$ cat src/rtl/irq_loopback_arbiter.sv
// IRQ loopback arbiter: captures changes of each CPU's outgoing IRQ word into a
// per-CPU FIFO and delivers at most one word per cycle back to its CPU, round-robin.
module irq_loopback_arbiter #(
    parameter int N_CPU = 4,
    parameter int DEPTH = 4
) (
    input  logic                     clk,
    input  logic                     rst,
    input  logic [N_CPU*32-1:0]      cpu_o_irq,
    input  logic [N_CPU-1:0]         cpu_finish,
    output logic [N_CPU*32-1:0]      cpu_i_irq,
    output logic                     grant_valid,
    output logic [$clog2(N_CPU)-1:0] grant_idx,
    output logic [N_CPU-1:0]         overflow,
    output logic                     all_finish
);
    localparam int          IW = $clog2(N_CPU);
    localparam int          PW = $clog2(DEPTH);
    localparam int unsigned NC = N_CPU;

    logic [N_CPU-1:0] push;
    logic [N_CPU-1:0] nonempty;
    logic [N_CPU-1:0] pop;
    logic             gnt_any;
    logic [IW-1:0]    gnt;
    logic [IW-1:0]    last_grant;
    logic [IW-1:0]    cand;

    // Round-robin search starting just after the last granted CPU.
    always_comb begin
        gnt_any = 1'b0;
        gnt     = last_grant;
        cand    = last_grant;
        for (int unsigned i = 1; i <= NC; i++) begin
            cand = IW'((32'(last_grant) + i) % NC);
            if (!gnt_any && nonempty[cand]) begin
                gnt_any = 1'b1;
                gnt     = cand;
            end
        end
    end

    for (genvar k = 0; k < N_CPU; k++) begin : g_cpu
        localparam logic [IW-1:0] ID   = IW'(k);
        localparam logic [PW:0]   FULL = (PW+1)'(DEPTH);

        logic [31:0]   word;
        logic [31:0]   prev_o;
        logic [31:0]   mem [DEPTH];
        logic [PW-1:0] wr_ptr;
        logic [PW-1:0] rd_ptr;
        logic [PW:0]   count;
        logic          accept;
        logic [31:0]   irq_q;
        logic          ovf_q;

        assign word        = cpu_o_irq[k*32 +: 32];
        assign push[k]     = word != prev_o;
        assign nonempty[k] = count != '0;
        assign pop[k]      = gnt_any && (gnt == ID);
        // A full FIFO still takes the new word when its head leaves on the same edge.
        assign accept      = push[k] && ((count != FULL) || pop[k]);

        assign cpu_i_irq[k*32 +: 32] = irq_q;
        assign overflow[k]           = ovf_q;

        always_ff @(posedge clk or posedge rst) begin
            if (rst) begin
                prev_o <= '0;
                wr_ptr <= '0;
                rd_ptr <= '0;
                count  <= '0;
                irq_q  <= '0;
                ovf_q  <= 1'b0;
            end else begin
                prev_o <= word;
                if (push[k] && !accept) begin
                    ovf_q <= 1'b1;
                end
                if (accept) begin
                    wr_ptr <= wr_ptr + PW'(1);
                end
                if (pop[k]) begin
                    rd_ptr <= rd_ptr + PW'(1);
                    irq_q  <= mem[rd_ptr];
                end
                if (accept && !pop[k]) begin
                    count <= count + (PW+1)'(1);
                end else if (pop[k] && !accept) begin
                    count <= count - (PW+1)'(1);
                end
            end
        end

        always_ff @(posedge clk) begin
            if (accept) begin
                mem[wr_ptr] <= word;
            end
        end
    end

    always_ff @(posedge clk or posedge rst) begin
        if (rst) begin
            grant_valid <= 1'b0;
            grant_idx   <= '0;
            last_grant  <= IW'(N_CPU - 1);
            all_finish  <= 1'b0;
        end else begin
            grant_valid <= gnt_any;
            if (gnt_any) begin
                grant_idx  <= gnt;
                last_grant <= gnt;
            end
            all_finish <= (&cpu_finish) && !(|nonempty) && !(|push);
        end
    end

endmodule

$ cat config.mk
export PLATFORM = sky130hd
export DESIGN_NAME = irq_loopback_arbiter
export DESIGN_NICKNAME = d
export VERILOG_FILES = /design/src/rtl/irq_loopback_arbiter.sv
export SDC_FILE = /design/constraint.sdc
export NUM_CORES = 1
export LEC_CHECK = 0
export ABC_AREA = 1
export BUFFER_PORTS_ARGS = -buffer_cell sky130_fd_sc_hd__clkbuf_2
export CAP_MARGIN = 20
export CORE_UTILIZATION = 40
export DETAILED_ROUTE_END_ITERATION = 16
export SYNTH_ARGS = -nofsm -noshare
export SYNTH_HDL_FRONTEND = slang
export SYNTH_SLANG_ARGS = --single-unit
$ cat constraint.sdc
create_clock -name clk -period 8.75 [get_ports clk]
set_clock_uncertainty 0.1 [all_clocks]
set_input_delay 0.4375 -clock clk [delete_from_list [all_inputs] [get_ports clk]]
set_output_delay 0.4375 -clock clk [all_outputs]
set_load 0.02 [all_outputs]
# Word level (Yosys, flattened, before mapping)
# Memory sizes are Yosys's and may differ from the RTL's. A register that Yosys moved wholly into a read port is not among the register bits.
# Index checks and enable logic that the tools add are counted.
[word_totals] ramBits=512 regBits=166 wordCells=149 mem_count=4 mem_bits_ro=0 latchBits=0 out_inout_bits=136
[classes] div=0 n_lt_le_gt_ge=4 bitwise=0 multipliers=0 add_sub_neg=20 eq_ne=11 n_mux=32 shift=0 n_reduce_logical=54
[memory_table] memory="g_cpu[0].mem" words=4 width=32 rd=1 rd_ports_with_merged_regs=1 wr=1 line="49" source="logic [31:0] mem [DEPTH];"
[memory_table] memory="g_cpu[1].mem" words=4 width=32 rd=1 rd_ports_with_merged_regs=1 wr=1 line="49"
[memory_table] memory="g_cpu[2].mem" words=4 width=32 rd=1 rd_ports_with_merged_regs=1 wr=1 line="49"
[memory_table] memory="g_cpu[3].mem" words=4 width=32 rd=1 rd_ports_with_merged_regs=1 wr=1 line="49"
[op_table] cell="32-bit != test" n=4
[op_table] cell="1-bit logical AND" n=25
[op_table] cell="3-bit two-way mux" n=8
[op_table] cell="2-bit by 1-bit adder with 2-bit output (second input constant)" n=10
[op_table] cell="1-bit two-way mux" n=16
[op_table] cell="1-bit logical NOT" n=13
[op_table] cell="3-bit by 1-bit adder with 3-bit output (second input constant)" n=4
[op_table] cell="2-bit by 3-bit less-than comparator with 1-bit output (second input constant)" n=4
[op_table] cell="3-bit != test (second input constant)" n=4
[op_table] cell="3-bit nonzero test" n=4
[op_table] cell="3-bit by 1-bit subtractor with 3-bit output (second input constant)" n=4
[op_table] cell="1-bit binary-select mux with 2-bit select" n=4
[op_table] cell="2-bit two-way mux" n=4
[op_table] cell="2-bit nonzero test" n=4
[op_table] cell="4-bit OR reduction" n=2
[op_table] cell="2-bit adder (second input constant)" n=2
[op_table] cell="2-bit equality test (second input constant)" n=2
[op_table] cell="1-bit logical OR" n=4
[op_table] cell="4-bit AND reduction" n=1
[op_table] cell="2-bit by 1-bit equality test with 1-bit output (second input constant)" n=1
[op_table] cell="2-bit logical NOT" n=1

# Longest topological paths before layout
[depth] ltp_word=21 ltp_mapped=22 mapped_depth_nobuf=20

# Worst setup path before layout
# No wires, ideal clock.
[synth_path] path_type="register -> register" start="register last_grant[0]" end="memory g_cpu[1].mem[0][0] (enable)" path_buffers=1 arrival_time_ps=3076 setup_time_ps=421 stages_incl_launch_ff=14 path_slack_ps=5153 path_cell_list="dfstp_2 buf_6 clkinv_4 nand3_2 nand2_1 nand2_2 nand3_1 nand2_1 nand2_2 a21oi_2 nand2_4 nand2_1 nand2_2 nor2_1"
[synth_between] elab_chain_len=19 word_cells_on_any_way=32 cone_classes="add/sub (4); eq/ne (1); mux (18); reduce/logical (9)"
[synth_lines] element="start: declaration" line="26" source="logic [IW-1:0] last_grant;"
[synth_lines] element="start signal: assignment" line="106" source="last_grant <= IW'(N_CPU - 1);"
[synth_lines] element="start signal: assignment" line="112" source="last_grant <= gnt;"
[synth_lines] element="2-bit by 1-bit adder with 2-bit output" line="35" source="cand = IW'((32'(last_grant) + i) % NC);"
[synth_lines] element="1-bit binary-select mux with 2-bit select" line="36" source="if (!gnt_any && nonempty[cand]) begin"
[synth_lines] element="1-bit two-way mux (not written as such)" line="36"
[synth_lines] element="1-bit two-way mux" line="36"
[synth_lines] element="1-bit logical NOT" line="36"
[synth_lines] element="1-bit logical AND" line="36"
[synth_lines] element="1-bit two-way mux" line="36"
[synth_lines] element="1-bit logical NOT" line="36"
[synth_lines] element="[3 not listed]"
[synth_lines] element="1-bit logical AND" line="36"
[synth_lines] element="2-bit two-way mux" line="36"
[synth_lines] element="2-bit by 1-bit equality test with 1-bit output" line="60" source="assign pop[k] = gnt_any && (gnt == ID);"
[synth_lines] element="1-bit logical AND (*)" line="60"
[synth_lines] element="1-bit logical OR (*)" line="62" source="assign accept = push[k] && ((count != FULL) || pop[k]);"
[synth_lines] element="1-bit logical AND (*)" line="62"
[synth_lines] element="1-bit two-way mux (*)" line="96" source="if (accept) begin"
[synth_lines] element="1-bit two-way mux (not written as such) (*)" line="97" source="mem[wr_ptr] <= word;"
[synth_lines] element="end: declaration" line="49"
# Every way passes the cells marked *; elsewhere a longest branch is shown, timed or not. The select of a mux whose other input is x is not followed.

# Worst setup path after layout
[layout_path] start="register last_grant[0]" end="register g_cpu[0].count[1]"
[layout_between] elab_chain_len=20 word_cells_on_any_way=36 cone_classes="add/sub (4); mux (17); reduce/logical (15)"
[layout_lines] element="2-bit by 1-bit adder with 2-bit output" line="35"
[layout_lines] element="1-bit binary-select mux with 2-bit select" line="36"
[layout_lines] element="1-bit two-way mux (not written as such)" line="36"
[layout_lines] element="1-bit two-way mux" line="36"
[layout_lines] element="1-bit logical NOT" line="36"
[layout_lines] element="1-bit logical AND" line="36"
[layout_lines] element="1-bit two-way mux" line="36"
[layout_lines] element="1-bit logical NOT" line="36"
[layout_lines] element="[5 not listed]"
[layout_lines] element="2-bit logical NOT" line="60"
[layout_lines] element="1-bit logical AND (*)" line="60"
[layout_lines] element="1-bit logical OR (*)" line="62"
[layout_lines] element="1-bit logical AND (*)" line="62"
[layout_lines] element="net g_cpu[0].accept" line="53" source="logic accept;"
[layout_lines] element="1-bit logical NOT" line="89" source="end else if (pop[k] && !accept) begin"
[layout_lines] element="1-bit logical AND" line="89"
[layout_lines] element="2-bit nonzero test (no source line)"
[layout_lines] element="end signal: assignment" line="88" source="count <= count + (PW+1)'(1);"
[layout_lines] element="end signal: assignment" line="90" source="count <= count - (PW+1)'(1);"
[layout_lines] element="end: declaration" line="52" source="logic [PW:0] count;"
# Mark *: on every way through the listed nets, which the timed path passes. The rest lies on a longest branch. The select of a mux whose other input is x is not followed.
# A chain may end at the register's enable or synchronous reset.

==> results.sh <==
export IMPL_run_status="finished, final reports clean"
export IMPL_use_met3=0.0313
export IMPL_drc_errors=0
export IMPL_arrival_ns=4.47
export IMPL_drive_gt1_frac=0.188
export IMPL_hpwl_mm=41.8
export IMPL_fmax_mhz=247
export IMPL_nFillCells=6540
export IMPL_synth_top_area_share=0.494
export IMPL_maxCapViolCount=0
export IMPL_dieWidth_um=281
export IMPL_avgSynthCellArea_sq_um=12.7
export IMPL_grt_pass1_wl_mm=112
export IMPL_max_slew_margin_rel=0.359
export IMPL_grt_ovfl_total=0
export IMPL_grt_pass1_vias=20200
export IMPL_rows=101
export IMPL_initial_core_util=0.407
export IMPL_ioPinCount=270
export IMPL_synth_top_flop_cell="edfxtp_1"
export IMPL_ys_ff_latch=806
export IMPL_place_congestion=0.784
export IMPL_timing_rr_start="last_grant[0]$_DFFE_PP1P_"
export IMPL_post_cts_resized=0
export IMPL_cts_buffers=86
export IMPL_powerDensity_nw_per_um2=305
export IMPL_coreArea_sq_um=76500
export IMPL_clk_pin_slew_ns=0.06
export IMPL_drt_vias_per_instance=5.01
export IMPL_cts_tree="yes"
export IMPL_yosys_cell_types_count=41
export IMPL_ir_drop_mv=0.230
export IMPL_track_usage=0.183
export IMPL_period_minus_slack_ns=4.05
export IMPL_first_pass_iters=5
export IMPL_root_buffer="clkbuf_16"
export IMPL_wl_per_cell_um=18.0
export IMPL_synthCells=2446
export IMPL_timing_final_hold_violations=0
export IMPL_r2r_cells=18
export IMPL_yosysSeqAreaShare=0.731
export IMPL_met1_usage=0.236
export IMPL_synthTopCellsByArea="edfxtp_1 49%, dfrtp_1 23%, nand2_1 7.0%, o21ai_0 2.8%, xnor2_1 2.3%"
export IMPL_worstHoldEndpoint="all_finish$_DFF_PP0_"
export IMPL_dieHeight_um=281
export IMPL_insertion_delay_ns=0.63
export IMPL_netlist_area_sq_um=31100
export IMPL_final_util=0.496
export IMPL_htreeDepth=3
export IMPL_synth_commonest_cells="576 x nand2_1, 512 x edfxtp_1, 292 x dfrtp_1"
export IMPL_postCtsSetupBuffers=0
export IMPL_antenna_found_initial=3
export IMPL_syn_nets=2604
export IMPL_worstMarginPinSlew_ns=0.962
export IMPL_worstPathRequired_ns=9.17
export IMPL_grt_max_degree=97
export IMPL_drt_total_wl_mm=71.2
export IMPL_drtAntennaViolNets=0
export IMPL_synth_edff_count=512
export IMPL_min_path_cells=5
export IMPL_hp_class="in2reg"
export IMPL_die_area_sq_um=78900
export IMPL_drtIter0Drc=1184
export IMPL_final_nets=3012
export IMPL_setup_violations=0
export IMPL_ctsLongestPathBuffers=3
export IMPL_setup_tns_ns=0
export IMPL_area_growth_pct=22.0
export IMPL_p_leak_nw=15.2
export IMPL_hold_start="cpu_finish[1]"
export IMPL_grt_setup_unrepaired="false"
export IMPL_synth_most_common_cell="nand2_1"
export IMPL_vias=19800
export IMPL_fin_crit_sh=0.463
export IMPL_use_met2=0.313
export IMPL_grt_busiest_layer="met2"
export IMPL_io_buffers=269
export IMPL_r2r_end="g_cpu[0].count[1]$_DFFE_PP0P_"
export IMPL_finalMaxSlewViolations=0
export IMPL_cp_max_fo=68
export IMPL_cts_sinks=806
export IMPL_critPathKind="reg2reg"
export IMPL_yosys_warnings=0
export IMPL_synth_largest_area_cell="edfxtp_1"
export IMPL_rrSetupSlack_ns=4.70
export IMPL_synthArstFlopShare=0.365
export IMPL_holdBufCountCts=129
export IMPL_critPathLaunchType="flop"
export IMPL_crit_path_end_kind="flop"
per-stage QoR:
stage	area [sq um]	total power, mW	std cells	setup slack, ns	hold WS [ns]
after CTS	37900	11.7	3953	4.70	0.177
final	37900	11.6	3958	4.70	0.215
after global routing	37900	12.2	3958	4.30	0.218
after detailed placement	33600	7.83	3663	4.73	0.358
after global placement	33400	7.72	3657	4.92	0.362
after floorplan	31100	6.89	2446	0.0967	0.335
area by class of cell:
cell class                      count  area, sq um  share of cell area
Sequential cell                   806        22700               0.599
Multi-Input combinational cell   1417         7440               0.196
Clock inverter                     50          617              0.0163
Inverter                          109          422              0.0111
Timing Repair Buffer              434         3060              0.0807
Tap cell                         1030         1290              0.0340
Clock buffer                      111         2380              0.0627
Antenna cell                        1         2.50           0.0000659
worst max-delay path, stage by stage (launching register included):
cell	delay [ns]
dfstp_2	0.63
clkinv_4	0.12
nand3_2	0.12
nand2_1	0.06
nand2_1	0.12
nand3_1	0.13
nand2_1	0.12
inv_1	0.05
nor2_2	0.15
nor2_4	0.07
nand2_2	0.05
buf_4	0.60
nand2_1	0.26
nand2_2	0.29
inv_1	0.07
ha_1	0.18
inv_1	0.09
fa_1	0.42
mux2_2	0.28
placed cells by master, fill, tap and decap left out, types with 9 or more instances in the layout:
cell,count
o21ai_2,18
nand2_2,13
clkbuf_1,14
o22ai_1,64
o21ai_0,174
a21oi_1,70
nor4_1,16
a32o_1,64
clkbuf_16,88
bufinv_16,13
buf_4,26
nor2_1,158
nor2_2,14
clkbuf_2,269
xnor2_1,81
ha_1,20
clkbuf_8,9
edfxtp_1,512
dlygate4sd3_1,129
clkinv_2,17
inv_1,101
nand2_1,576
o21ai_1,24
nor2_4,9
dfrtp_1,289
or2_2,26
nand4_1,10
nand3_1,44
per-layer routing:
metal | share of wire | wire [um]
met1 | 0.43 | 30400
met2 | 0.50 | 35900
met3 | 0.049 | 3490
met4 | 0.019 | 1360
met5 | 0.00037 | 26
sequential cells by signal, summed over array words and instances, names as in the netlist, 2 cells and up:
name,count
g_cpu.ovf_q,4
last_grant,2
g_cpu.rd_ptr,8
g_cpu.prev_o,128
grant_idx,2
g_cpu.count,12
g_cpu.irq_q,128
g_cpu.wr_ptr,8
g_cpu.mem,512
worst max path at each step:
stage               slack (ns)  cells after the start                       from                            end
floorplan                  0.1                      1                        rst           all_finish$_DFF_PP0_
global placement          4.92                     18  last_grant[0]$_DFFE_PP1P_  g_cpu[0].count[1]$_DFFE_PP0P_
detailed placement        4.73                     18  last_grant[0]$_DFFE_PP1P_  g_cpu[0].count[1]$_DFFE_PP0P_
CTS                       4.70                     18  last_grant[0]$_DFFE_PP1P_  g_cpu[0].count[1]$_DFFE_PP0P_
global route              4.30                     18  last_grant[0]$_DFFE_PP1P_  g_cpu[0].count[1]$_DFFE_PP0P_
finish                    4.70                     18  last_grant[0]$_DFFE_PP1P_  g_cpu[0].count[1]$_DFFE_PP0P_
power by group:
group          internal, mW  leakage, nW  switching (mW)  total (mW)
Sequential             4.72         8.08           0.264        4.99
Clock                  2.31         1.47            1.49        3.80
Combinational         0.876         5.67            1.92        2.80
logic make-up after synthesis:
logic type,Yosys count,share of synthesized area
simple gates,881,0.117
flops,806,0.731
compound gates,419,0.0829
buf+inv,223,0.0321
xor+xnor,89,0.0251
fa+ha+maj,24,0.0106
mux,4,0.00145
(Power assumes the default switching activity.)
